--- src/rtl/clk_rst_sequencer.sv ---
// Reset conditioner: synchronizes seven raw reset requests, stretches short bursts
// to a minimum width, measures burst length and releases ports one at a time.

module clk_rst_sync_bit #(
    parameter int STAGES = 2
) (
    input  logic c_clk,
    input  logic reset,
    input  logic d,
    output logic q
);
    logic [STAGES-1:0] sync_pipe;

    always_ff @(posedge c_clk or posedge reset) begin
        if (reset) sync_pipe <= '0;
        else       sync_pipe <= {sync_pipe[STAGES-2:0], d};
    end

    assign q = sync_pipe[STAGES-1];
endmodule

module clk_rst_sequencer #(
    parameter int MIN_RST_CYC = 4,
    parameter int SYNC_STAGES = 2
) (
    input  logic       c_clk,
    input  logic       reset,
    input  logic [1:7] rst_in,
    output logic [1:7] port_rst,
    output logic [7:0] rst_len,
    output logic       len_valid,
    output logic       short_err,
    output logic       sys_ready
);
    typedef enum logic [1:0] {ST_IDLE, ST_ASSERT, ST_STRETCH, ST_RELEASE} state_t;

    localparam logic [7:0] MIN_CNT = 8'(MIN_RST_CYC);

    state_t     state;
    logic [1:7] sync;
    logic [1:7] mask;
    logic [1:7] rel_mask;
    logic [7:0] cnt;
    logic [7:0] cnt_inc;
    logic       any_rst;

    for (genvar i = 1; i <= 7; i++) begin : g_sync
        clk_rst_sync_bit #(.STAGES(SYNC_STAGES)) u_sync (
            .c_clk (c_clk),
            .reset (reset),
            .d     (rst_in[i]),
            .q     (sync[i])
        );
    end

    assign any_rst  = |sync;
    assign cnt_inc  = (cnt == 8'hFF) ? cnt : cnt + 8'd1;
    assign port_rst = mask;

    // Scan from the top so the lowest-index set bit is the one that ends up cleared.
    always_comb begin
        rel_mask = mask;
        for (int i = 7; i >= 1; i--) begin
            if (mask[i]) begin
                rel_mask    = mask;
                rel_mask[i] = 1'b0;
            end
        end
    end

    always_ff @(posedge c_clk or posedge reset) begin
        if (reset) begin
            state     <= ST_STRETCH;
            mask      <= '1;
            cnt       <= '0;
            rst_len   <= '0;
            len_valid <= 1'b0;
            short_err <= 1'b0;
            sys_ready <= 1'b0;
        end else begin
            len_valid <= 1'b0;
            sys_ready <= 1'b0;
            unique case (state)
                ST_IDLE: begin
                    if (any_rst) begin
                        state <= ST_ASSERT;
                        mask  <= mask | sync;
                        cnt   <= 8'd1;
                    end else begin
                        mask      <= '0;
                        sys_ready <= 1'b1;
                    end
                end
                ST_ASSERT: begin
                    if (any_rst) begin
                        mask <= mask | sync;
                        cnt  <= cnt_inc;
                    end else begin
                        rst_len   <= cnt;
                        len_valid <= 1'b1;
                        if (cnt < MIN_CNT) begin
                            short_err <= 1'b1;
                            state     <= ST_STRETCH;
                        end else begin
                            state <= ST_RELEASE;
                        end
                    end
                end
                ST_STRETCH: begin
                    cnt <= cnt_inc;
                    if (any_rst) begin
                        state <= ST_ASSERT;
                        mask  <= mask | sync;
                    end else if (cnt_inc >= MIN_CNT) begin
                        state <= ST_RELEASE;
                    end
                end
                ST_RELEASE: begin
                    // A new request restarts the burst; already-released ports stay low unless requested.
                    if (any_rst) begin
                        state <= ST_ASSERT;
                        mask  <= mask | sync;
                        cnt   <= 8'd1;
                    end else begin
                        mask <= rel_mask;
                        if (rel_mask == '0) begin
                            state     <= ST_IDLE;
                            sys_ready <= 1'b1;
                        end
                    end
                end
                default: state <= ST_IDLE;
            endcase
        end
    end
endmodule

--- config.mk ---
export PLATFORM = sky130hd
export DESIGN_NAME = clk_rst_sequencer
export DESIGN_NICKNAME = d
export VERILOG_FILES = /design/src/rtl/clk_rst_sequencer.sv
export SDC_FILE = /design/constraint.sdc
export NUM_CORES = 1
export LEC_CHECK = 0
export ABC_CLOCK_PERIOD_IN_PS = 2100
export CAP_MARGIN = 20
export CELL_PAD_IN_SITES_DETAIL_PLACEMENT = 1
export CELL_PAD_IN_SITES_GLOBAL_PLACEMENT = 2
export CORE_UTILIZATION = 33
export CTS_BUF_LIST = sky130_fd_sc_hd__clkbuf_8
export CTS_CLUSTER_SIZE = 20
export DETAILED_ROUTE_END_ITERATION = 6
export PLACE_DENSITY_LB_ADDON = 0.2
export SYNTH_ARGS = -nofsm -noshare
export SYNTH_HDL_FRONTEND = slang
export SYNTH_SLANG_ARGS = --single-unit
--- constraint.sdc ---
create_clock -name c_clk -period 2.1 [get_ports c_clk]
set_clock_uncertainty 0.05 [all_clocks]
set_input_delay 0.525 -clock c_clk [delete_from_list [all_inputs] [get_ports c_clk]]
set_output_delay 0.525 -clock c_clk [all_outputs]
set_load 0.05 [all_outputs]
==> After elaboration in Yosys (flattened, before gate mapping) <==
Index checks and enable logic that the tools add are counted.
{ "classes": {"add_sub_neg": 1, "n_lt_le_gt_ge": 2, "eq_ne": 11, "n_mux": 27, "n_bitwise": 2, "n_reduce_logical": 9} }
{ "op_table": {"columns": ["operator", "count"], "rows": [
  ["two-way mux 7 bit", 8],
  ["two-way mux 8 bit", 3],
  ["case mux 8 bit (3 select lines)", 1],
  ["case mux 7 bit (3 select lines)", 1],
  ["two-way mux 2 bit", 6],
  ["adder 8 x 1 -> 8 bit (second input constant)", 1],
  ["equality test 8 bit (second input constant)", 1],
  [">= comparator 8 x 3 -> 1 bit (second input constant)", 1],
  ["less-than comparator 8 x 3 -> 1 bit (second input constant)", 1],
  ["case mux 2 bit (4 select lines)", 1],
  ["logical NOT 7 bit", 1],
  ["bitwise OR 7 bit", 1],
  ["OR reduction 7 bit", 1],
  ["two-way mux 1 bit", 6],
  ["!= test 2 bit (second input constant)", 3],
  ["!= test 3 bit (second input constant)", 2],
  ["equality test 2 bit (second input constant)", 2],
  ["!= test 2 x 1 -> 1 bit (second input constant)", 2],
  ["AND reduction 2 bit", 2],
  ["AND reduction 4 bit", 1],
  ["OR reduction 2 bit", 2],
  ["AND reduction 3 bit", 1],
  ["equality test 2 x 1 -> 1 bit (second input constant)", 1],
  ["logical NOT 2 bit", 1],
  ["other kinds (2)", 2]
]} }
{ "totals": {"ff_bits": 42, "inputBits": 9, "out_inout_bits": 18, "word_cells": 66} }

==> Logic depth before layout (Yosys ltp) <==
Gate-level depths: netlist (run 1).
{ "depth": {"word_depth": 10, "ltp_mapped": 7, "ltp_nobuf": 7} }

==> Hierarchy <==
From an unflattened synthesis (run 1), not the netlist that was laid out.
{ "hier_totals": {"hier_cells": 192, "hier_area_um2": 1979.4} }
{ "modules_own_cells": {"columns": ["module", "instances", "cells_per_inst", "area_each_um2", "seq_area_each_um2"], "rows": [
  ["clk_rst_sequencer", 1, 171, 1602.8, 710.7],
  ["clk_rst_sync_bit", 7, 3, 53.8, 50.0]
]} }

==> Worst setup path before layout (run 1) <==
No wires, ideal clock.
{ "synth_timing": {"path_type": "flip-flop to flip-flop", "from": "register g_sync[3].u_sync.sync_pipe[1]", "to": "register state[1]", "arrival_ns": 2.092, "path_slack_ns": -0.138, "stages_incl_launch_ff": 7, "n_path_buf": 0, "period_less_slack_ns": 2.238, "cell_sequence": "dfrtp_1 > or4_4 > or4_4 > mux2_4 > a31oi_2 > o31ai_1 > o32ai_1"} }
{ "synth_between": {"elab_chain_len": 3} }
{ "synth_lines": {"columns": ["element", "line", "source"], "rows": [
  ["start: declaration", "12", "logic [STAGES-1:0] sync_pipe;"],
  ["start signal: assignment", "16", "else sync_pipe <= {sync_pipe[STAGES-2:0], d};"],
  ["OR reduction 7 bit (*)", "56", "assign any_rst = |sync;"],
  ["!= test 3 bit (no source line), or another cell as far along", null, null],
  ["AND reduction 4 bit (no source line) or case mux 2 bit (4 select lines) (tied branches)", null, null],
  ["end signal: assignment", "73", "state <= ST_STRETCH;"],
  ["end signal: assignment", "86", "state <= ST_ASSERT;"],
  ["end signal: assignment", "103", "state <= ST_STRETCH;"],
  ["end: declaration", "39", "state_t state;"]
]} }
Mark *: on every way between the ends. The rest lies on a longest branch, timed or not.
A chain may end at the register's enable or synchronous reset.

==> Final worst setup path (run 1) <==
Same ends and word-level chain as after synthesis.

==> results of run 1 <==
[where the power goes]
| part | internal, mW | leakage [nW] | total, mW | switching (mW) |
|---|---|---|---|---|
| sequential | 1.03 | 0.518 | 1.19 | 0.157 |
| combinational | 0.687 | 0.603 | 1.79 | 1.10 |
| clock | 0.476 | 0.0683 | 0.767 | 0.291 |
[worst paths after layout]
kind,endpoint,from,slack (ns)
max,state[1]$_DFFE_PP1P_,g_sync[3].u_sync.sync_pipe[1]$_DFF_PP0_,-0.26
max in group asynchronous,state[1]$_DFFE_PP1P_,reset,1.21
min in group asynchronous,g_sync[2].u_sync.sync_pipe[0]$_DFF_PP0_,reset,0.53
max reg2reg,state[1]$_DFFE_PP1P_,g_sync[3].u_sync.sync_pipe[1]$_DFF_PP0_,-0.26
min,g_sync[3].u_sync.sync_pipe[1]$_DFF_PP0_,g_sync[3].u_sync.sync_pipe[0]$_DFF_PP0_,0.31
min reg2reg,g_sync[3].u_sync.sync_pipe[1]$_DFF_PP0_,g_sync[3].u_sync.sync_pipe[0]$_DFF_PP0_,0.31
[sequential cells by signal, indices dropped and copies added, names as in the netlist]
| register | flops |
|---|---|
| state | 2 |
| short_err | 1 |
| rst_len | 8 |
| len_valid | 1 |
| cnt | 8 |
| port_rst | 7 |
| g_sync.u_sync.sync_pipe | 14 |
| sys_ready | 1 |
[through the flow]
| stage | worst slack (ns) | std cells | cell area [sq um] |
|---|---|---|---|
| after floorplan | -0.138 | 177 | 1920 |
| after global placement | -0.165 | 287 | 2380 |
| after detailed placement | -0.273 | 287 | 2380 |
| after CTS | -0.280 | 295 | 2540 |
| after global routing | -0.304 | 299 | 2670 |
| final | -0.261 | 299 | 2670 |
[cell type report]
class,count,area [sq um],share of cell area [%]
sequential,42,1060,39.8
timing repair buffer,50,430,16.1
tap,72,90.1,3.38
clock inverter,3,68.8,2.58
multi-input combinational,120,922,34.6
inverter,7,26.3,0.985
clock buffer,5,68.8,2.58
[worst reg2reg max path, cell delays in order, from the launching register on]
cell and delay, ns:
dfrtp_1 0.40, or4_4 0.54, or4_4 0.45, mux2_4 0.34, a31oi_4 0.16, o31ai_4 0.11, o32ai_2 0.22
[what timing repair did]
action / CTS / global route
gates cloned: 0 / 0
gates resized for setup: 9 / 20
pin swaps: 8 / 4
endpoints found under the setup margin: 14 / 23
setup buffers: 0 / 4
[layout by cell type (no fill, tap or decap), types with 2 or more instances in the layout]
| master | n |
|---|---|
| mux2i_1 | 2 |
| nor2b_1 | 3 |
| o21ai_4 | 2 |
| clkbuf_8 | 5 |
| buf_4 | 36 |
| bufinv_16 | 2 |
| and3_1 | 5 |
| a31oi_1 | 2 |
| ha_1 | 6 |
| a311oi_1 | 3 |
| mux2_2 | 8 |
| dfrtp_1 | 34 |
| nand3_1 | 2 |
| buf_12 | 2 |
| or4_4 | 2 |
| nor2_1 | 10 |
| nand2_1 | 7 |
| a211oi_1 | 2 |
| o21ai_0 | 6 |
| a21oi_1 | 21 |
| inv_1 | 7 |
| dfstp_2 | 8 |
| or2_2 | 2 |
| nor3_1 | 6 |
| clkdlybuf4s50_1 | 12 |
| a21oi_2 | 8 |
[Yosys cell counts, types with 2 or more instances]
library cell	number	share of area, %
dfrtp_1	34	44
ha_1	6	3.9
mux2i_1	2	1.0
mux2_2	8	4.7
a21oi_1	29	7.6
inv_1	7	1.4
nand3_1	2	0.52
dfstp_2	8	11
or4_4	2	1.2
clkbuf_1	8	1.6
a31oi_1	2	0.65
and3_1	5	1.6
nand2_1	8	1.6
nor2b_1	3	0.98
nor3_1	6	1.6
o31ai_1	2	0.78
o21ai_0	9	2.4
nor4_1	2	0.65
or2_2	2	0.65
nor2_1	10	2.0
a311oi_1	3	1.4
a2111oi_0	2	0.91
a211oi_1	3	1.2
[per-layer routing]
metal | part of all wire (%) | GRT usage, %
met1 | 49 | 23.6
met4 | 0.96 | 5.56
met5 | 0 | 0
met3 | 2.5 | 3.72
met2 | 48 | 27.8
[cells by family (layout without fill, tap and decap cells)]
family / after synthesis / after routing / share of synthesized area, %
multiplexers: 11 / 11 / 6.53
buffers and inverters: 15 / 65 / 2.94
adder cells (fa/ha/maj): 7 / 7 / 4.44
AO/OA/AOI/OAI: 58 / 58 / 18.6
flip-flops: 42 / 42 / 55.4
AND/OR/NAND/NOR: 44 / 44 / 12.1
==> summary.md, run 1 <==
| Metric | Value |
|---|---|
| Clock Pin Slew Worst Setup and Hold Paths | approximately 0.080 ns |
| Initial antenna violation count | 0 |
| Routed WL | a little under 5 mm |
| I/O Buffers | 26 |
| Number of global-route vias before repair | 1667 |
| Layout cells sized above 1 | 38.3% |
| Hold path depth | 0 |
| Worst skew pair latency | 0.29 ns |
| Die Wd | 78.2 microns |
| TritonCTS buffer count | 5 |
| Max Cap Viol | 0 |
| Final Worst Setup Slack | -0.261 ns |
| GR Overflow Total | 0 |
| Vias | 1552 |
| Cell depth of the worst setup path | 6 |
| Crit path kind | reg2reg |
| Worst-case clock buffer depth | 2 |
| FILL cells | 598 |
| Clock period minus worst slack | 2.36 ns |
| Vias per cell | 5.19 |
| Core Rows | 27 |
| Setup TNS | -1.17 ns |
| Hold WS | a little over 0.3 ns |
| Synthesized area per cell | 10.8 sq um |
| Remaining antenna violation count after routing | 0 |
| Post-Syn Area | 0.00192 sq mm |
| CP Max Fanout | 2 |
| Largest net degree at the start of global routing | 43 |
| Post-route DRC | 0 |
| Antenna diodes | 0 |
| CP top delay family | simple AND/OR/NAND/NOR gates |
| Measured slew at the worst slew-check pin | 0.499 ns |
| Post-synth EDFFs | 0 |
| Setup-failing EPs final | 17 |
| CTS sink cnt | 42 |
| Final Hold Fails | 0 |
| DP Wirelength | 3.48 mm |
| DR WL/cell | ~17 microns |
| Routability Congestion | 0.834 |
| Synth async-reset ratio | 100% |
| Highest Clock Rate | 0.424 GHz |
| R2R cell count | 6 |
| Yosys warnings | 0 |
| Tcrit/Tclk final | 112% |
| Static Leak | 1.19 nW |
| Crit-path cells | or4_4, or4_4, mux2_4, a31oi_4, o31ai_4, o32ai_2 |
| Cells after Synth | about 180 |
| Register area share after synthesis | a little under three fifths |
| Startpoint class of the critical path | register |
| Initial DRC count | 55 |
| Worst EP required | 2.26 ns |
| Failing checks | negative setup slack |
| Core footprint | 0.00554 sq mm |
| Yosys reg bits | 42 |
| GR Util All Layers | 17.4% |
| CP most frequent cell | or4_4 |
| Top FF cell, synth | dfrtp_1 |
| Synthesized net count | 192 |
| First-pass GRT wire length | roughly 8.3 mm |
| IO Count | 27 |
| P per Cell Area | 1400 mW/mm^2 |
| CTS Hold Bufs | 0 |
| Slew Limit Fails | 0 |
| CTS tree | yes |
| Chip height | ~78 microns |
| Area growth, synth to finish | 39.3% |
| Nets | 241 |
| Worst Hold Class | reg2reg |
| Worst path bufs/invs | 0 |
| Rel. slew slack | between 60% and 70% |
| Initial Util | ~35% |
| Peak VDD IR | approximately 0.0006 V |
| RSZ-0062 raised after global routing | true |
| Router iterations before antenna repair | 4 |
| CP Data Arrival Time | 2.52 ns |
| Slowest cell on crit path | or4_4 |
| Worst path max stage delay | between 0.5 and 0.6 ns |
| Root buffer cell | clkbuf_8 |
| H-tree depth | 2 |
| Netlist cell types | 37 |
| Core Util, Final | 48.1% |
| Die ar. | between 0.006 and 0.007 sq mm |
| Post-layout power | 3.74 mW |
| CP Capture Type | register |
| Status | complete, but fails checks |
No activity file was read; power rests on OpenSTA's default activity.
==> inputs of run 2 (changes only) <==
CTS_CLUSTER_DIAMETER = 100   (was default)
MAX_ROUTING_LAYER = met4   (was default)
==> run 2 against run 1 <==
The run still ends with negative setup slack left; combinational power is essentially flat; clock-buffer cell count is the same; total power is essentially flat; setup slack lost 0.0030 ns; cell count is the same; global-route usage grew 0.52 points; routed wire length grew 0.26%; first-iteration DRC count grew 20%; critical endpoint unchanged; sequential power is essentially flat; clock power is essentially flat; non-clock buffer count is the same; critical path type unchanged.
==> summary.md, run 2 (same netlist as run 1, synthesis figures left out) <==
| Metric | Value |
|---|---|
| Status | complete, but fails checks |
| Failing checks | negative setup slack |
| Core Rows | 27 |
| Die Wd | 78.2 microns |
| Clock network power share | 20.5% |
| CP Max Fanout | 2 |
| Crit. Startpoint | g_sync[3].u_sync.sync_pipe[1]$_DFF_PP0_ |
| Layout cells sized above 1 | 38.3% |
| CTS Hold Bufs | 0 |
| Nets | 241 |
| FILL cells | 598 |
| Max reg flops | 14 |
| CP Data Arrival Time | approximately 2.5 ns |
| TritonCTS buffer count | 5 |
| Routed WL | approximately 5.0 mm |
| Chip height | 78.2 microns |
| CTS tree | yes |
| DR WL/cell | 16.7 microns |
| Vias per cell | between 5 and 6 |
| Setup-failing EPs final | 17 |
| CP most frequent cell | or4_4 |
| IO Count | 27 |
| Commonest non-fill, non-tap cell in the layout | buf_4 |
| Top layer in use | met4 |
| CTS sink cnt | 42 |
| NetSw | between 1.5 and 2 mW |
| Die ar. | 0.00611 sq mm |
| Routability Congestion | 0.847 |
| CP Capture Type | register |
| Routed metal-1 wirelength | 2.46 mm |
| Initial Util | 34.6% |
| Area growth, synth to finish | 39.3% |
| Switching share of power | 41.4% |
| Reg-to-Reg Start | g_sync[3].u_sync.sync_pipe[1]$_DFF_PP0_ |
| Number of global-route vias before repair | roughly 1700 |
| Measured slew at the worst slew-check pin | 0.499 ns |
| Post-route design area | 0.00267 sq mm |
| Final Hold Fails | 0 |
| Sequential power share | 31.7% |
| Peak VDD IR | 0.000603 V |
| Met2 WL | 2.39 mm |
| Vias | 1544 |
| Remaining antenna violation count after routing | 0 |
| Startpoint class of the critical path | register |
| Highest Clock Rate | roughly 0.42 GHz |
| Slew Limit Fails | 0 |
| Core footprint | 0.00554 sq mm |
| RSZ-0062 raised after global routing | true |
| Largest registers | g_sync.u_sync.sync_pipe x14, cnt x8, rst_len x8 |
| Core Util, Final | 48.1% |
| GR Overflow Total | 0 |
| H-tree depth | 2 |
| Placed Area | 0.00238 sq mm |
| Clock period minus worst slack | 2.36 ns |
| Crit-path cells | or4_4, or4_4, mux2_4, a31oi_4, o31ai_4, o32ai_2 |
| Crit path kind | reg2reg |
| Max Cap Viol | 0 |
| Worst skew pair latency | 0.29 ns |
| Router iterations before antenna repair | 4 |
| Rel. slew slack | 66.6% |
| Post-layout power | 3.74 mW |
| Root buffer cell | clkbuf_8 |
| Clock Pin Slew Worst Setup and Hold Paths | 0.09 ns |
| Most flop-heavy register | g_sync.u_sync.sync_pipe |
| Worst hold start | g_sync[3].u_sync.sync_pipe[0]$_DFF_PP0_ |
| Final Worst Setup Slack | -0.264 ns |
| DP Wirelength | 3.48 mm |
| Static Leak | 1.19 nW |
| Slowest cell on crit path | or4_4 |
| Combinational share of power | 47.8% |
| Tcrit/Tclk final | 113% |
| Cell Int Power | 2.19 mW |
| Initial DRC count | 66 |
| I/O Buffers | 26 |
| Largest net degree at the start of global routing | 43 |
| Post-route DRC | 0 |
| R2R cell count | 6 |
| GR Util All Layers | 17.9% |
| Hold path depth | 0 |
| Worst EP required | ~2.3 ns |
| Metal3 WL | 123 microns |
| Worst Hold Class | reg2reg |
| P per Cell Area | 1400 mW/mm^2 |
| Antenna diodes | 0 |
| Initial antenna violation count | 0 |
| Worst-case clock buffer depth | 2 |
| Leading cell types in the layout, fill and taps excluded | 36 x buf_4, 34 x dfrtp_1, 21 x a21oi_1 |
| Worst path max stage delay | 0.54 ns |
| First-pass GRT wire length | 8.35 mm |
==> run 2: path summary, 6_finish.rpt <==
check                                                     endpoint  slack [ns]
min in group asynchronous  g_sync[2].u_sync.sync_pipe[0]$_DFF_PP0_        0.54
hold / removal             g_sync[3].u_sync.sync_pipe[1]$_DFF_PP0_        0.31
hold reg to reg            g_sync[3].u_sync.sync_pipe[1]$_DFF_PP0_        0.31
setup / recovery                              state[1]$_DFFE_PP1P_       -0.26
max in group asynchronous                     state[1]$_DFFE_PP1P_        1.21
setup reg to reg                              state[1]$_DFFE_PP1P_       -0.26
==> run 2: timing repair <==
| item | in CTS | in global routing |
|---|---|---|
| setup buffers | 0 | 4 |
| pin swaps | 8 | 4 |
| endpoints found under the setup margin | 14 | 23 |
| resized for setup | 9 | 20 |
==> run 2: power groups by stage <==
stage | Combinational, mW | Sequential [mW] | Clock [mW]
4_1_cts | 1.59 | 1.18 | 0.787
5_1_grt | 1.91 | 1.22 | 0.815
3_3_place_gp | 1.46 | 1.17 | 0
3_5_place_dp | 1.51 | 1.19 | 0
6_report | 1.79 | 1.19 | 0.767
2_1_floorplan | 0.687 | 1.47 | 0
==> run 2: layer usage <==
layer	vias to the layer above	GRT usage [%]
met2	27	27.7
met5	-	-
met3	2	3.72
met1	772	23.7
li1	743	-
met4	0	5.56
==> run 2: worst max-delay path: cells and delay by family, from the launching register on <==
family | cells | cell delay [ns]
AOI/OAI and AO/OA | 3 | 0.49
DFF | 1 | 0.40
muxes | 1 | 0.34
and+or+nand+nor | 2 | 0.99
==> run 2: final cells by class <==
| class | count | area (sq um) | share of cell area [%] |
|---|---|---|---|
| sequential | 42 | 1060 | 39.8 |
| multi-input combinational | 120 | 922 | 34.6 |
| timing repair buffer | 50 | 430 | 16.1 |
| tap | 72 | 90.1 | 3.38 |
| clock buffer | 5 | 68.8 | 2.58 |
| clock inverter | 3 | 68.8 | 2.58 |
| inverter | 7 | 26.3 | 0.985 |
==> run 2: per-stage QoR <==
| step | hold WS (ns) | instances | TNS (ns) | setup WS [ns] |
|---|---|---|---|---|
| 3_3_place_gp | 0.287 | 287 | -0.871 | -0.165 |
| 6_report | 0.305 | 299 | -1.29 | -0.264 |
| 5_1_grt | 0.321 | 299 | -2.98 | -0.304 |
| 3_5_place_dp | 0.291 | 287 | -1.46 | -0.273 |
| 2_1_floorplan | 0.281 | 177 | -0.224 | -0.138 |
| 4_1_cts | 0.310 | 295 | -0.749 | -0.280 |
